## config.mk

```make
export PLATFORM = sky130hd
export DESIGN_NAME = rv_alu_mdu
export DESIGN_NICKNAME = d
export VERILOG_FILES = /design/src/rtl/rv_alu_mdu.sv
export SDC_FILE = /design/constraint.sdc
export NUM_CORES = 2
export LEC_CHECK = 0
export ABC_AREA = 1
export CELL_PAD_IN_SITES_DETAIL_PLACEMENT = 1
export CELL_PAD_IN_SITES_GLOBAL_PLACEMENT = 2
export CORE_UTILIZATION = 35
export CTS_CLUSTER_SIZE = 40
export DETAILED_ROUTE_END_ITERATION = 10
export PLACE_DENSITY_LB_ADDON = 0.1
export SYNTH_ARGS = -nofsm -noshare
export SYNTH_HDL_FRONTEND = slang
export SYNTH_SLANG_ARGS = --single-unit
```

## constraint.sdc

```tcl
create_clock -name clk -period 9.5 [get_ports clk]
set_input_delay 1.9 -clock clk [delete_from_list [all_inputs] [get_ports clk]]
set_output_delay 1.9 -clock clk [all_outputs]
set_load 0.01 [all_outputs]
```

## src/rtl/rv_alu_mdu.sv

```systemverilog
// rv_alu_mdu: XLEN-generic RISC-V execute-stage ALU with an optional iterative
// shift-add multiplier / restoring divider and forwarding from its own last result.
module rv_alu_mdu #(
    parameter int XLEN   = 32,
    parameter bit MDU_EN = 1'b1,
    parameter bit FWD_EN = 1'b1
) (
    input  logic            clk,
    input  logic            reset,
    input  logic            in_valid,
    output logic            in_ready,
    input  logic            flush,
    input  logic [4:0]      op,
    input  logic [XLEN-1:0] a,
    input  logic [XLEN-1:0] b,
    input  logic [4:0]      a_rs_idx,
    input  logic [4:0]      b_rs_idx,
    input  logic [4:0]      rd_in,
    output logic            out_valid,
    output logic [XLEN-1:0] c,
    output logic [4:0]      rd,
    output logic            illegal
);
    localparam int SW = $clog2(XLEN);
    localparam logic [XLEN-1:0] MIN_NEG = {1'b1, {(XLEN-1){1'b0}}};

    localparam logic [4:0] OP_ADD  = 5'd0;
    localparam logic [4:0] OP_SUB  = 5'd1;
    localparam logic [4:0] OP_SLL  = 5'd2;
    localparam logic [4:0] OP_SLT  = 5'd3;
    localparam logic [4:0] OP_SLTU = 5'd4;
    localparam logic [4:0] OP_XOR  = 5'd5;
    localparam logic [4:0] OP_SRL  = 5'd6;
    localparam logic [4:0] OP_SRA  = 5'd7;
    localparam logic [4:0] OP_OR   = 5'd8;
    localparam logic [4:0] OP_AND  = 5'd9;

    typedef enum logic [1:0] {IDLE, CALC, FIX} state_e;
    state_e state, state_next;

    logic            fwd_ok;
    logic [XLEN-1:0] a_eff, b_eff;

    // b_rs_idx == 0 marks an immediate, which must never be replaced.
    assign a_eff = (FWD_EN && fwd_ok && (a_rs_idx == rd)) ? c : a;
    assign b_eff = (FWD_EN && fwd_ok && (b_rs_idx != 5'd0) && (b_rs_idx == rd)) ? c : b;

    logic is_alu, is_mdu, is_div, is_rem, a_sgn, b_sgn;
    logic div_zero, div_ovf, multi, op_illegal, accept;

    assign is_alu     = (op < 5'd10);
    assign is_mdu     = MDU_EN && (op[4:3] == 2'b10);
    assign is_div     = is_mdu && op[2];
    assign is_rem     = op[1];
    assign a_sgn      = is_div ? ~op[0] : ((op[1:0] == 2'b01) || (op[1:0] == 2'b10));
    assign b_sgn      = is_div ? ~op[0] : (op[1:0] == 2'b01);
    assign div_zero   = is_div && (b_eff == '0);
    assign div_ovf    = is_div && !op[0] && (a_eff == MIN_NEG) && (b_eff == '1);
    assign multi      = is_mdu && !div_zero && !div_ovf;
    assign op_illegal = !is_alu && !is_mdu;
    assign in_ready   = (state == IDLE);
    assign accept     = in_valid && in_ready && !flush;

    logic            a_neg, b_neg;
    logic [XLEN-1:0] a_mag, b_mag;

    assign a_neg = a_sgn && a_eff[XLEN-1];
    assign b_neg = b_sgn && b_eff[XLEN-1];
    assign a_mag = a_neg ? -a_eff : a_eff;
    assign b_mag = b_neg ? -b_eff : b_eff;

    logic [XLEN-1:0] single_res;

    // NOTE: every always_comb output gets a default first, so no path can infer a latch.
    always_comb begin
        single_res = '0;
        if (div_zero) begin
            single_res = is_rem ? a_eff : '1;
        end else if (div_ovf) begin
            single_res = is_rem ? '0 : a_eff;
        end else begin
            case (op)
                OP_ADD:  single_res = a_eff + b_eff;
                OP_SUB:  single_res = a_eff - b_eff;
                OP_SLL:  single_res = a_eff << b_eff[SW-1:0];
                OP_SLT:  single_res = {{(XLEN-1){1'b0}}, $signed(a_eff) < $signed(b_eff)};
                OP_SLTU: single_res = {{(XLEN-1){1'b0}}, a_eff < b_eff};
                OP_XOR:  single_res = a_eff ^ b_eff;
                OP_SRL:  single_res = a_eff >> b_eff[SW-1:0];
                OP_SRA:  single_res = $signed(a_eff) >>> b_eff[SW-1:0];
                OP_OR:   single_res = a_eff | b_eff;
                OP_AND:  single_res = a_eff & b_eff;
                default: single_res = '0;
            endcase
        end
    end

    // hi/lo hold accumulator/multiplier for MUL*, remainder/quotient for DIV*.
    logic [XLEN-1:0] hi, lo, opnd;
    logic [2:0]      mop;
    logic            neg_q, neg_r;
    logic [4:0]      rd_hold;
    logic [SW-1:0]   cnt;

    logic [XLEN:0]   mul_sum, rem_sh, rem_diff;
    logic [XLEN-1:0] hi_next, lo_next;

    always_comb begin
        mul_sum  = {1'b0, hi} + (lo[0] ? {1'b0, opnd} : '0);
        rem_sh   = {hi, lo[XLEN-1]};
        rem_diff = rem_sh - {1'b0, opnd};
        if (mop[2]) begin
            hi_next = rem_diff[XLEN] ? rem_sh[XLEN-1:0] : rem_diff[XLEN-1:0];
            lo_next = {lo[XLEN-2:0], ~rem_diff[XLEN]};
        end else begin
            hi_next = mul_sum[XLEN:1];
            lo_next = {mul_sum[0], lo[XLEN-1:1]};
        end
    end

    logic [2*XLEN-1:0] prod_s;
    logic [XLEN-1:0]   fix_res;

    always_comb begin
        prod_s = neg_q ? -{hi, lo} : {hi, lo};
        if (!mop[2]) begin
            fix_res = (mop[1:0] == 2'b00) ? prod_s[XLEN-1:0] : prod_s[2*XLEN-1:XLEN];
        end else if (mop[1]) begin
            fix_res = neg_r ? -hi : hi;
        end else begin
            fix_res = neg_q ? -lo : lo;
        end
    end

    always_ff @(posedge clk or posedge reset) begin
        if (reset) state <= IDLE;
        else       state <= state_next;
    end

    always_comb begin
        state_next = state;
        case (state)
            IDLE:    if (accept && multi) state_next = CALC;
            CALC:    if (cnt == '0) state_next = FIX;
            FIX:     state_next = IDLE;
            default: state_next = IDLE;
        endcase
        if (flush) state_next = IDLE;
    end

    // NOTE: sequential state uses non-blocking assignments so every register samples pre-edge values.
    always_ff @(posedge clk or posedge reset) begin
        if (reset) begin
            out_valid <= 1'b0;
            c         <= '0;
            rd        <= '0;
            illegal   <= 1'b0;
            fwd_ok    <= 1'b0;
            hi        <= '0;
            lo        <= '0;
            opnd      <= '0;
            mop       <= '0;
            neg_q     <= 1'b0;
            neg_r     <= 1'b0;
            rd_hold   <= '0;
            cnt       <= '0;
        end else begin
            out_valid <= 1'b0;
            if (flush) begin
                fwd_ok <= 1'b0;
            end else begin
                if (accept && !multi) begin
                    c         <= op_illegal ? '0 : single_res;
                    rd        <= rd_in;
                    illegal   <= op_illegal;
                    out_valid <= 1'b1;
                    fwd_ok    <= (rd_in != 5'd0);
                end
                if (accept && multi) begin
                    hi      <= '0;
                    lo      <= is_div ? a_mag : b_mag;
                    opnd    <= is_div ? b_mag : a_mag;
                    mop     <= op[2:0];
                    neg_q   <= a_neg ^ b_neg;
                    neg_r   <= a_neg;
                    rd_hold <= rd_in;
                    cnt     <= SW'(XLEN - 1);
                end
                if (state == CALC) begin
                    hi  <= hi_next;
                    lo  <= lo_next;
                    cnt <= cnt - 1'b1;
                end
                if (state == FIX) begin
                    c         <= fix_res;
                    rd        <= rd_hold;
                    illegal   <= 1'b0;
                    out_valid <= 1'b1;
                    fwd_ok    <= (rd_hold != 5'd0);
                end
            end
        end
    end
endmodule

```

After elaboration in Yosys (flattened, before gate mapping)
Cells that the tools add are included.
{ "classes": {"magnitude_cmp": 3, "muxes": 46, "eq_ne": 20, "bitwise": 7, "n_mul": 0, "n_div": 0, "n_reduce_logical": 40, "n_addsub": 10, "n_shift": 3} }
{ "op_table": {"columns": ["operator", "n"], "rows": [
  ["$mux 32", 26],
  ["$pmux 32 s10", 1],
  ["$neg 32->32", 4],
  ["$eq 32x32->1 const B", 2],
  ["$lt 32x32->1", 2],
  ["$mux 64", 1],
  ["$neg 64->64", 1],
  ["$add 32x32->33", 1],
  ["$sub 33x32->33", 1],
  ["$add 32x32->32", 1],
  ["$and 32x32->32", 1],
  ["$logic_not 32->1", 1],
  ["$or 32x32->32", 1],
  ["$shl 32x5->32", 1],
  ["$shr 32x5->32", 1],
  ["$sshr 32x5->32", 1],
  ["$sub 32x32->32", 1],
  ["$xor 32x32->32", 1],
  ["$eq 5x3->1 const B", 4],
  ["$mux 5", 4],
  ["$logic_and 1x1->1", 17],
  ["$reduce_bool 5->1", 3],
  ["$eq 5x2->1 const B", 2],
  ["$eq 5x4->1 const B", 2],
  ["20 further kinds", 49]
]} }
{ "totals": {"out_inout_bits": 40, "word_cells": 143, "register_bits": 153, "ram_bits": 0, "input_bits": 88, "mem_count": 0, "romBits": 0, "latchBits": 0} }

Longest topological paths before layout
{ "depth": {"depth_word": 14, "depth_mapped": 35, "mapped_depth_nobuf": 31} }

Worst setup path after synthesis
Ideal clock, no wire load.
{ "synth_timing": {"path_kind": "in2reg", "start": "in b_rs_idx[3]", "end": "reg c[27]", "arrival_time_ns": 5.438, "setup_time_ns": 0.121, "path_buffers": 6, "path_slack_ns": 3.941, "cell_stages": 27, "required_time_ns": 9.379, "path_cell_list": "inv_1 > nand2_1 > nand2_1 > nor2_2 > nand3_2 > buf_6 > buf_6 > buf_6 > o21ai_4 > clkbuf_1 > buf_2 > ha_1 > clkbuf_1 > nor2_1 > inv_1 > nor3_1 > a21oi_1 > o21ai_0 > nor2_1 > o21bai_1 > nand2_1 > a21oi_1 > nor2_1 > nor2_1 > nand3_1 > nand2_1 > a21oi_1"} }
{ "synth_via": {"elab_chain_cells": 13} }
{ "synth_lines": {"columns": ["item", "line", "source"], "rows": [
  ["start: declaration", "17", "input logic [4:0] b_rs_idx,"],
  ["$reduce_bool 5->1", "46", "assign b_eff = (FWD_EN && fwd_ok && (b_rs_idx != 5'd0) && (b_rs_idx == rd)) ? c : b;"],
  ["$logic_and 1x1->1", "46", null],
  ["$logic_and 1x1->1 *", "46", null],
  ["$mux 32 *", "46", null],
  ["branches (longest 9 deep; another with $sub 32x32->32)", null, null],
  ["end signal: assignment", "173", "c <= op_illegal ? '0 : single_res;"],
  ["end signal: assignment", "195", "c <= fix_res;"],
  ["end: declaration", "20", "output logic [XLEN-1:0] c,"]
]} }
Mark *: on every way between the ends. The select of a mux whose other input is x is not followed.
A chain may end at the register's enable or synchronous reset.

Worst setup path after layout
{ "layout_timing": {"start": "in a_rs_idx[0]", "end": "reg c[24]"} }
{ "layout_via": {"elab_chain_cells": 12} }
{ "layout_lines": {"columns": ["item", "line", "source"], "rows": [
  ["start: declaration", "16", "input logic [4:0] a_rs_idx,"],
  ["$eq 5x5->1 *", "45", "assign a_eff = (FWD_EN && fwd_ok && (a_rs_idx == rd)) ? c : a;"],
  ["$logic_and 1x1->1 *", "45", null],
  ["$mux 32 *", "45", null],
  ["branches (longest 9 deep; another with $sub 32x32->32)", null, null]
]} }
Marks and branches as above.

==> impl_metrics.csv <==
group,metric,value,unit
placement,routabilityCongestion,1.06,
route,antenna_left,0,
hold_path,hold_path_class,"flip-flop to flip-flop",
floorplanning,coreArea,77800,um^2
route,wirelength,171,mm
grt,grt_use_met1,0.523,
critical_path,worstPathRequired,9.85,ns
floorplanning,dieArea,80300,um^2
grt,track_usage,0.415,
floorplanning,dieHeight,283,um
layout,layout_commonest_cell,"nand2_1",
layout,fillers,10796,
yosys,synth-main-ff-cell,"dfrtp_1",
placement,dpl_cell_area,29900,um^2
yosys,synthCells,4973,
placement,hpwlAfterDp,137,mm
grt,grt_busiest_layer,"met2",
critical_path,path_common_cell,"nand2_1",
timing,hold_viol,0,
floorplanning,ioPinCount,128,
yosys,syn-cell-area,27700,um^2
grt,use_met2,0.673,
floorplanning,start_util,0.356,
layout,drive_above_1_share,0.0460,
yosys,syn_area_per_cell,5.57,um^2
grt,grt_util_met3,0.0491,
yosys,synth_area_leaders,"nand2_1, dfrtp_1, nand3_1",
route,vias_per_cell,5.98,
clocking,cts_hold_buf,0,
floorplanning,die_w,283,um
critical_path,path_cells,"clkdlybuf4s50_1, inv_1, nand2_1, nand2_1, nor2_2, nand3_4, nand2_1, nand2_1, ha_1, inv_1, a221oi_1, nand3_1, nor2_1, nand4_1, nand3_1, a21oi_1",
floorplanning,rows,102,
yosys,yosys.cell_types.count,60,
yosys,yosysTopAreaCell,"nand2_1",
yosys,synth-seq-cells,153,
timing,finalCriticalPeriod,7.37,ns
route,vias,36016,
critical_path,critPathSlowestCell,"a221oi_1",
run_status,status,"completed",
timing,finalClockSkew,0.0181,ns
yosys,syn_nets,5238,
timing,slew_headroom,0.181,
route,drc,0,
yosys,ys_warn_count,0,
yosys,synth_top_cell_area_share,0.175,
clocking,cts_buffers,17,
clocking,insertion_delay,0.48,ns
clocking,clk_pin_slew_worst_paths,0.08,ns
timing,finalSetupViolCount,0,
placement,port_buffers,127,
critical_path,arrival,7.71,ns
grt,grt_pass1_vias,35166,
yosys,synth-async-reset-ratio,1.00,
timing,fmax,136,MHz
critical_path,cp_slowest_stage_delay,0.90,ns
grt,antenna_found_initial,2,
timing,tightest_slew,1.23,ns
layout,syn_to_final_growth,10.1,%
critical_path,cp-start-kind,"primary input",
power_and_ir_drop,peakVddDrop,0.159,mV
clocking,cts.sinks,153,
layout,layout_common_cells,"nand2_1, inv_1, nor2_1, nand3_1, a21oi_1",
timing,fin_tns_setup,0,ns
grt,grt_pass1_wl,246,mm
grt,grt_start_max_net_pins,85,
flow_run,cap_violations,0,
critical_path,path_class,"primary input to flip-flop",
critical_path,critPathCaptureType,"flip-flop",
clocking,cts_resized,0,
clocking,clock_path_buffers,2,
layout,fin_nets,5234,
power_and_ir_drop,power_leakage,14.9,nW
clocking,cts_tree,"done",
layout,fin_area,30500,um^2
grt,overflow,0,
clocking,htreeDepth,4,
route,drt_iter0_drc,3532,
yosys,synth_edf_count,0,
power_and_ir_drop,power_density,198,nW/um^2
route,drt_pass1_iterations,5,
timing,period_share,0.775,
clocking,postCtsSetupBuffers,0,
timing,maxSlewViolCount,0,
timing,grt_setup_unrepaired,"false",
power_and_ir_drop,power.total,6.05,mW
yosys,ys_seq_area_frac,0.138,
clocking,root_buffer,"clkbuf_16",
route,wl_per_cell,28.5,um
critical_path,critPathMaxFanout,59,
state kept, by name (all words and copies together) (netlist names), 2 cells and up:
register  count
c            32
opnd         32
state         2
rd_hold       5
cnt           5
rd            5
mop           3
lo           32
hi           32
metrics by stage:
stage | worst slack, ns | instances | util | hold slack [ns]
after detailed placement | 1.95 | 5990 | 0.385 | 0.518
after CTS | 2.44 | 6022 | 0.392 | 0.537
after global routing | 2.03 | 6022 | 0.392 | 0.571
after global placement | 2.06 | 5990 | 0.385 | 0.499
after floorplan | 3.48 | 4973 | - | 0.454
final | 2.13 | 6024 | 0.392 | 0.535
critical path, delay by kind of cell:
family | cells | cell delay, ns
simple gates | 10 | 3.20
compound gates | 2 | 0.98
fa+ha+maj | 1 | 0.84
buf+inv | 3 | 0.77
per-layer routing:
layer  vias to the layer above  routed length, um
li1                      16481                  -
met1                     17629              69800
met2                      1539              78200
met3                       365              11300
met4                         2              12100
met5                         -                 13
cell usage after synthesis (all sizes together) (8+ instances only):
cell type and count:
nand2 1296, inv 580, nor2 565, nand3 528
o21ai 470, a21oi 394, ha 173, dfrtp 153
clkbuf 140, xor2 133, buf 92, nand4 71
a31oi 66, o211ai 62, nor3 58, o22ai 36
nor4 17, a221oi 15, or2 15, o21bai 13
o221ai 12, a21o 11, clkinv 10, xnor2 8
cell families after synthesis:
logic type / Yosys count / synth area share
and+or+nand+nor: 2566 / 0.392
AOI/OAI and AO/OA: 1113 / 0.226
buffers and inverters: 822 / 0.118
adders and majority gates: 177 / 0.0810
DFF: 153 / 0.138
xor gates and xnor gates: 141 / 0.0446
muxes: 1 / 0.000361
final timing paths:
kind                       slack [ns]   startpoint  depth (start not counted)    endpoint
max                              2.13  a_rs_idx[0]                         16       c[24]
min                              0.53       cnt[3]                          2      cnt[3]
max reg2reg                      3.51        rd[4]                         15       c[24]
min in group asynchronous        2.01        reset                          2  rd_hold[2]
min reg2reg                      0.53       cnt[3]                          2      cnt[3]
max in group asynchronous        5.68        reset                          3      mop[2]
where the power goes:
part | switching [mW] | internal [mW] | total, mW
Clock | 0.374 | 0.367 | 0.742
Sequential | 0.399 | 0.850 | 1.25
Combinational | 2.83 | 1.24 | 4.06
Total | 3.60 | 2.45 | 6.05
layout make-up:
type | instances | area (um^2) | area share
multi-input cells | 3998 | 20700 | 0.678
flip-flops and latches | 153 | 3830 | 0.126
inverters | 590 | 2220 | 0.0728
repair buffers | 209 | 1890 | 0.0618
well taps | 1040 | 1300 | 0.0426
clock buffers | 18 | 429 | 0.0141
clock inverters | 14 | 139 | 0.00455
diodes | 2 | 5.00 | 0.000164
Power figures use the tool's default switching activity.
